### src/rtl/lemming_tracker.sv
// lemming_tracker: follows the position, dig depth and fall length of a
// lemming from the one-hot status flags of the upstream walker FSM.
// A fall of more than SPLAT_LIMIT cycles kills the lemming. DEAD is held
// until reset.
// Optional feature: define LEMMING_TRACKER_ERR_EN to flag non-one-hot status
// vectors in a sticky status_err and ignore them. Without the macro they are
// resolved by priority aaah > digging > walk_left > walk_right.
module lemming_tracker #(
   parameter int SPLAT_LIMIT = 20,
   parameter int POS_W       = 8,
   parameter int POS_INIT    = 128
) (
   input  logic             clk,
   input  logic             reset,
   input  logic             walk_left,
   input  logic             walk_right,
   input  logic             aaah,
   input  logic             digging,
   output logic [POS_W-1:0] position,
   output logic [POS_W-1:0] depth,
   output logic [7:0]       fall_cnt,
   output logic             alive,
   output logic             splat,
   output logic             status_err
);

   typedef enum logic [1:0] {
      ST_TRACK = 2'd0,
      ST_FALL  = 2'd1,
      ST_DEAD  = 2'd2
   } state_t;

   localparam logic [POS_W-1:0] POS_MAX    = {POS_W{1'b1}};
   localparam logic [POS_W-1:0] POS_ZERO   = {POS_W{1'b0}};
   localparam logic [POS_W-1:0] POS_ONE    = {{(POS_W-1){1'b0}}, 1'b1};
   localparam logic [POS_W-1:0] POS_RST    = POS_W'(POS_INIT);
   localparam logic [7:0]       SPLAT_LIM8 = 8'(SPLAT_LIMIT);
   localparam logic [7:0]       FALL_SAT   = 8'(SPLAT_LIMIT + 1);

   state_t           state_q, state_d;
   logic [POS_W-1:0] position_q, position_d;
   logic [POS_W-1:0] depth_q, depth_d;
   logic [7:0]       fall_cnt_q, fall_cnt_d;
   logic             alive_q, alive_d;
   logic             splat_q, splat_d;
   logic             status_err_q, status_err_d;
   logic             multi_hot_s;

`ifdef LEMMING_TRACKER_ERR_EN
   logic [3:0] status_vec_s;
   assign status_vec_s = {aaah, digging, walk_left, walk_right};
   // More than one bit set: clearing the lowest set bit leaves something behind.
   assign multi_hot_s  = ((status_vec_s & (status_vec_s - 4'd1)) != 4'd0);
`else
   assign multi_hot_s  = 1'b0;
`endif

   // State and counter registers with synchronous reset.
   always_ff @(posedge clk) begin
      if (reset) begin
         state_q      <= ST_TRACK;
         position_q   <= POS_RST;
         depth_q      <= POS_ZERO;
         fall_cnt_q   <= 8'd0;
         alive_q      <= 1'b1;
         splat_q      <= 1'b0;
         status_err_q <= 1'b0;
      end else begin
         state_q      <= state_d;
         position_q   <= position_d;
         depth_q      <= depth_d;
         fall_cnt_q   <= fall_cnt_d;
         alive_q      <= alive_d;
         splat_q      <= splat_d;
         status_err_q <= status_err_d;
      end
   end

   // Next-state and counter update; every value holds unless a rule moves it.
   always_comb begin
      state_d      = state_q;
      position_d   = position_q;
      depth_d      = depth_q;
      fall_cnt_d   = fall_cnt_q;
      alive_d      = alive_q;
      splat_d      = splat_q;
      status_err_d = status_err_q;
      if (multi_hot_s && (state_q != ST_DEAD)) begin
         // Ambiguous status: record it and leave everything else untouched.
         status_err_d = 1'b1;
      end else begin
         case (state_q)
            ST_TRACK: begin
               if (aaah) begin
                  state_d    = ST_FALL;
                  fall_cnt_d = 8'd1;
               end else if (digging) begin
                  if (depth_q != POS_MAX) begin
                     depth_d = depth_q + POS_ONE;
                  end else begin
                     depth_d = depth_q;
                  end
               end else if (walk_left) begin
                  if (position_q != POS_ZERO) begin
                     position_d = position_q - POS_ONE;
                  end else begin
                     position_d = position_q;
                  end
               end else if (walk_right) begin
                  if (position_q != POS_MAX) begin
                     position_d = position_q + POS_ONE;
                  end else begin
                     position_d = position_q;
                  end
               end else begin
                  state_d = state_q;
               end
            end
            ST_FALL: begin
               if (aaah) begin
                  if (fall_cnt_q < FALL_SAT) begin
                     fall_cnt_d = fall_cnt_q + 8'd1;
                  end else begin
                     fall_cnt_d = fall_cnt_q;
                  end
               end else begin
                  // Landing cycle: judge the fall, no movement this cycle.
                  fall_cnt_d = 8'd0;
                  if (fall_cnt_q > SPLAT_LIM8) begin
                     state_d = ST_DEAD;
                     splat_d = 1'b1;
                     alive_d = 1'b0;
                  end else begin
                     state_d = ST_TRACK;
                  end
               end
            end
            ST_DEAD: begin
               state_d = ST_DEAD;
            end
            default: begin
               state_d = ST_TRACK;
            end
         endcase
      end
   end

   assign position   = position_q;
   assign depth      = depth_q;
   assign fall_cnt   = fall_cnt_q;
   assign alive      = alive_q;
   assign splat      = splat_q;
   assign status_err = status_err_q;

endmodule
### config.mk
export PLATFORM = sky130hd
export DESIGN_NAME = lemming_tracker
export DESIGN_NICKNAME = d
export VERILOG_FILES = /design/src/rtl/lemming_tracker.sv
export SDC_FILE = /design/constraint.sdc
export NUM_CORES = 1
export LEC_CHECK = 0
export ABC_AREA = 1
export CAP_MARGIN = 25
export CORE_MARGIN = 5
export CORE_UTILIZATION = 52
export DETAILED_ROUTE_END_ITERATION = 10
export PLACE_DENSITY = 0.8
export SLEW_MARGIN = 15
export SYNTH_ARGS = -nofsm -noshare
export SYNTH_HDL_FRONTEND = slang
export SYNTH_SLANG_ARGS = --single-unit
### constraint.sdc
create_clock -name clk -period 1.8 [get_ports clk]
set_input_delay 0.27 -clock clk [delete_from_list [all_inputs] [get_ports clk]]
set_output_delay 0.27 -clock clk [all_outputs]
set_load 0.005 [all_outputs]
* Word level (Yosys, flattened, before mapping)
Index checks and enable logic that the tools add are counted.
** Operators by class
- Reductions and logical operators :: 10
- Bitwise logic cells :: 2
- Mux-type cells :: 12
- Magnitude comparators :: 2
- Add/subtract/negate cells :: 4
- Eq/ne operators :: 8
** Operators by type and width (count)
- 8-bit two-way mux :: 7
- 8-bit by 1-bit adder with 8-bit output (second input constant) :: 3
- 8-bit inequality test (second input constant) :: 2
- 8-bit case mux with 2 select lines :: 1
- 8-bit by 5-bit > comparator with 1-bit output (second input constant) :: 1
- 8-bit by 5-bit < comparator with 1-bit output (second input constant) :: 1
- 8-bit nonzero test :: 1
- 8-bit by 1-bit subtractor with 8-bit output (second input constant) :: 1
- 2-bit two-way mux :: 3
- 2-bit case mux with 3 select lines :: 1
- 3-bit AND reduction :: 2
- 6-bit AND reduction :: 1
- 2-bit nonzero test :: 3
- 2-bit inequality test (second input constant) :: 2
- 4-bit AND reduction :: 1
- 3-bit inequality test (second input constant) :: 1
- 2-bit by 1-bit equality test with 1-bit output (second input constant) :: 1
- 2-bit equality test (second input constant) :: 1
- 2-bit zero test :: 1
- 2-bit by 1-bit inequality test with 1-bit output (second input constant) :: 1
- 1-bit inverter :: 2
- 2-bit AND reduction :: 1
** Storage, ports and cells
- Logic and storage cells :: 44
- Register bits :: 28
- Output and inout port bits :: 27
- Bits of input ports :: 6

* Depth between registers and ports, before layout
- Depth after elaboration :: 4
- Gate-level depth with buffers :: 11
- Mapped depth without buffers :: 11

* Worst setup path after synthesis
No wires, ideal clock.
- Path type :: register -> register
- From :: register position_q[2] (netlist: position[2])
- To :: register position_q[7] (netlist: position[7])
- Stages on the path, launching flop included :: 12
- Library setup time :: 120 ps
- Arrival time :: 1194 ps
- Data required time :: 1680 ps
- Slack :: 485 ps
- Buffers on the path :: 0
- Period minus slack after synthesis :: 1315 ps
- Cell sequence :: dfxtp_1 -> ha_1 -> nand2_1 -> nand2_1 -> inv_1 -> nand2_1 -> nand2_1 -> nand2_1 -> nand2_1 -> nand2_1 -> nand2_1 -> nand3_1
** On the way
- Cells in the longest elaborated chain, start to end :: 4
- Elaborated cells between the ends (all ways) :: 11
- Classes of those cells :: add/sub (2); eq/ne (2); mux (4); reduce/logical (3)
** Ends and longest elaborated chain
- start: declaration :: line 41 : logic [POS_W-1:0] position_q, position_d;
- start signal: assignment :: line 70 : position_q <= position_d;
- 8-bit by 1-bit adder with 8-bit output :: line 111 : position_d = position_q + POS_ONE;
- 8-bit two-way mux :: line 110 : if (position_q != POS_MAX) begin
- 8-bit two-way mux :: line 109 : end else if (walk_right) begin
- 8-bit two-way mux :: line 103 : end else if (walk_left) begin
Parallel ways exist; a longest one is shown, timed or not. The select of a mux whose other input is x is not followed.
A chain may end at the register's enable or synchronous reset.

* Worst setup path in the final report
- From :: register position_q[0] (netlist: position[0])
- To :: output port position[0]
** RTL lines
- end: declaration :: line 19 : output logic [POS_W-1:0] position,
No word-level cell between the ends.

==> impl_metrics.env <==
export IMPL_root_buffer="clkbuf_4"
export IMPL_avgViaCountPerCell=4.72
export IMPL_hold_class="reg -> reg"
export IMPL_end_kind="output pin"
export IMPL_r2r_end="position[7]$_SDFFE_PP1P_"
export IMPL_wl_per_cell_um=10.4
export IMPL_syn_num_nets=285
export IMPL_grt_pass1_vias=1481
export IMPL_detail_route_antenna_nets=0
export IMPL_cts_buffer_depth=2
export IMPL_via_count=1680
export IMPL_max_freq_mhz=600
export IMPL_clock_latency_ns=0.33
export IMPL_holdWs_ns=0.464
export IMPL_numCtsBuffers=3
export IMPL_r2r_setup_slack_ns=0.32
export IMPL_synth_top_cell_area_share_pct=31.8
export IMPL_grt_pass1_wl_um=6470
export IMPL_worstPathMaxFanout=6
export IMPL_area_delta_synth_final_pct=25.1
export IMPL_seq_area_frac_synth_pct=31.8
export IMPL_setup_violations=0
export IMPL_p_leak_nw=1.03
export IMPL_fin_crit_ns=1.67
export IMPL_port_buffers=31
export IMPL_status="completed"
export IMPL_start_kind="register"
export IMPL_yosys_warnings=0
export IMPL_maxCapViolCount=0
export IMPL_diodes=0
export IMPL_rows=21
export IMPL_die_h_um=68.2
export IMPL_die_area_um2=4660
export IMPL_setup_slack_ns=0.134
export IMPL_rsz0062_at_grt="no"
export IMPL_drt_initial_drc_count=91
export IMPL_yosysUniqueCellTypes=30
export IMPL_gp_congestion=0.949
export IMPL_crit_path_start="position[0]$_SDFFE_PP0P_"
export IMPL_reg2reg_depth=9
export IMPL_antenna_found_initial=0
export IMPL_clk_pin_slew_worst_paths_ns=0.14
export IMPL_grt_max_degree=15
export IMPL_crit_buf_inv=1
export IMPL_cp_required_ns=1.53
export IMPL_cp_cell_sequence="clkdlybuf4s50_1"
export IMPL_synth_largest_area_cell="dfxtp_1"
export IMPL_skew_ns=0.00543
export IMPL_drive_above_1_share_pct=10.0
export IMPL_dp_hpwl_um=2920
export IMPL_cts_resized=0
export IMPL_endpoint="position[0]"
export IMPL_crit_family="buffers and inverters"
export IMPL_vdd_drop_max_uv=395
export IMPL_pre_cts_slack_ns=-0.144
export IMPL_cts_tree="built"
export IMPL_routed_wl_um=3720
export IMPL_power_density_nw_per_um2=542
export IMPL_crit_arrival_ns=1.40
export IMPL_initial_core_util_pct=53.3
export IMPL_h_tree_depth=1
export IMPL_fin_crit_sh_pct=92.6
export IMPL_fp_dieW_um=68.2
export IMPL_critPathKind="reg -> out"
export IMPL_hp_start="fall_cnt[5]$_SDFFE_PP0P_"
export IMPL_drc=0
export IMPL_placed_cell_area_um2=2180
export IMPL_io_pins=33
export IMPL_hold_viol=0
export IMPL_grt_usage_pct=18.1
export IMPL_core_um2=3310
export IMPL_cp_slowest_stage_delay_ns=0.57
export IMPL_cp_depth=1
export IMPL_regToRegStartpoint="position[5]$_SDFFE_PP0P_"
export IMPL_drv_slew=0
export IMPL_syn_cell_area_um2=1760
export IMPL_fin_nets=328
export IMPL_cts_setup_buffers=0
export IMPL_avgSynthCellArea_um2=6.56
export IMPL_syn_inst=269
export IMPL_hold_buffers=0
export IMPL_synth_seq_cells=28
export IMPL_first_pass_iters=4
export IMPL_clock_sinks=28
export IMPL_cpMaxStageDelayCell="clkdlybuf4s50_1"
export IMPL_stdcell_area_um2=2210
export IMPL_grt_overflow=0
export IMPL_synth_area_leaders="dfxtp_1, nand2_1, nor2_1, inv_1, ha_1"
cell type report:
type	count	area, µm²
Multi-Input combinational cell	200	1030
Tap cell	46	57.6
Sequential cell	28	561
Clock buffer	3	22.5
Fill cell	307	1100
Timing Repair Buffer	42	393
Inverter	37	141
cell usage in the layout, fill, tap and decap left out, drive strengths merged:
cell and instances:
nor2 41, xnor2 3, fa 1, clkdlybuf4s50 31, conb 1, ha 9
nand3b 2, o21ai 5, nand2 89, buf 11, dfxtp 28, inv 37
or2 1, nand4 5, a21oi 18, xor2 5, nand3 18, clkbuf 3
nor3 2
per-layer routing:
| layer | global-route usage (%) | up-vias | share of wire [%] |
|---|---|---|---|
| li1 | - | 920 | - |
| met3 | 4.11 | 5 | 4.0 |
| met2 | 30.1 | 28 | 47 |
| met5 | 0 | - | 0 |
| met1 | 23.5 | 727 | 48 |
| met4 | 4.47 | 0 | 0.97 |
worst min-delay path, stage by stage (launching register included):
cell     delay, ns
dfxtp_1       0.35
nand2_1       0.06
nor2_1        0.03
per-stage QoR:
stage | power (mW) | util [%] | TNS, ns | std cells
final | 1.20 | 66.7 | 0 | 356
after global routing | 1.28 | 66.7 | 0 | 356
after CTS | 1.21 | 66.7 | 0 | 356
after detailed placement | 0.962 | 66.0 | -0.517 | 353
after global placement | 0.957 | 66.0 | -0.347 | 353
after floorplan | 0.846 | - | 0 | 269
synthesized netlist by cell type, drive strengths merged:
master / instances
a21oi: 18
buf: 3
clkbuf: 1
conb: 1
dfxtp: 28
fa: 1
ha: 9
inv: 37
nand2: 89
nand3: 18
nand3b: 2
nand4: 5
nor2: 41
nor3: 2
o21ai: 5
or2: 1
xnor2: 3
xor2: 5
registers in the layout (all words and copies together), names as in the netlist:
signal    flops
depth         8
state_q       2
splat         1
alive         1
fall_cnt      8
position      8
where the power goes:
| group | total, mW | internal [mW] | switching, mW |
|---|---|---|---|
| clock | 0.249 | 0.0787 | 0.170 |
| combinational | 0.284 | 0.134 | 0.150 |
| sequential | 0.663 | 0.639 | 0.0242 |
worst min-delay path by stage:
stage | endpoint | cells after the start | slack, ns
after floorplan | depth[5]$_SDFFE_PP0P_ | 1 | 0.34
after global placement | fall_cnt[7]$_SDFFE_PP0P_ | 2 | 0.44
after detailed placement | fall_cnt[5]$_SDFFE_PP0P_ | 2 | 0.45
after CTS | splat$_SDFFE_PP0P_ | 2 | 0.47
after global routing | fall_cnt[7]$_SDFFE_PP0P_ | 2 | 0.50
final | fall_cnt[5]$_SDFFE_PP0P_ | 2 | 0.46
cells by family after synthesis:
family	after synthesis	synth area share [%]
adder cells (fa/ha/maj)	10	7.52
AO/OA/AOI/OAI	23	6.74
flip-flops	28	31.8
other	1	0.213
buffers and inverters	41	9.72
XOR/XNOR	8	3.97
AND/OR/NAND/NOR	158	40.1
Power figures use the tool's default switching activity.
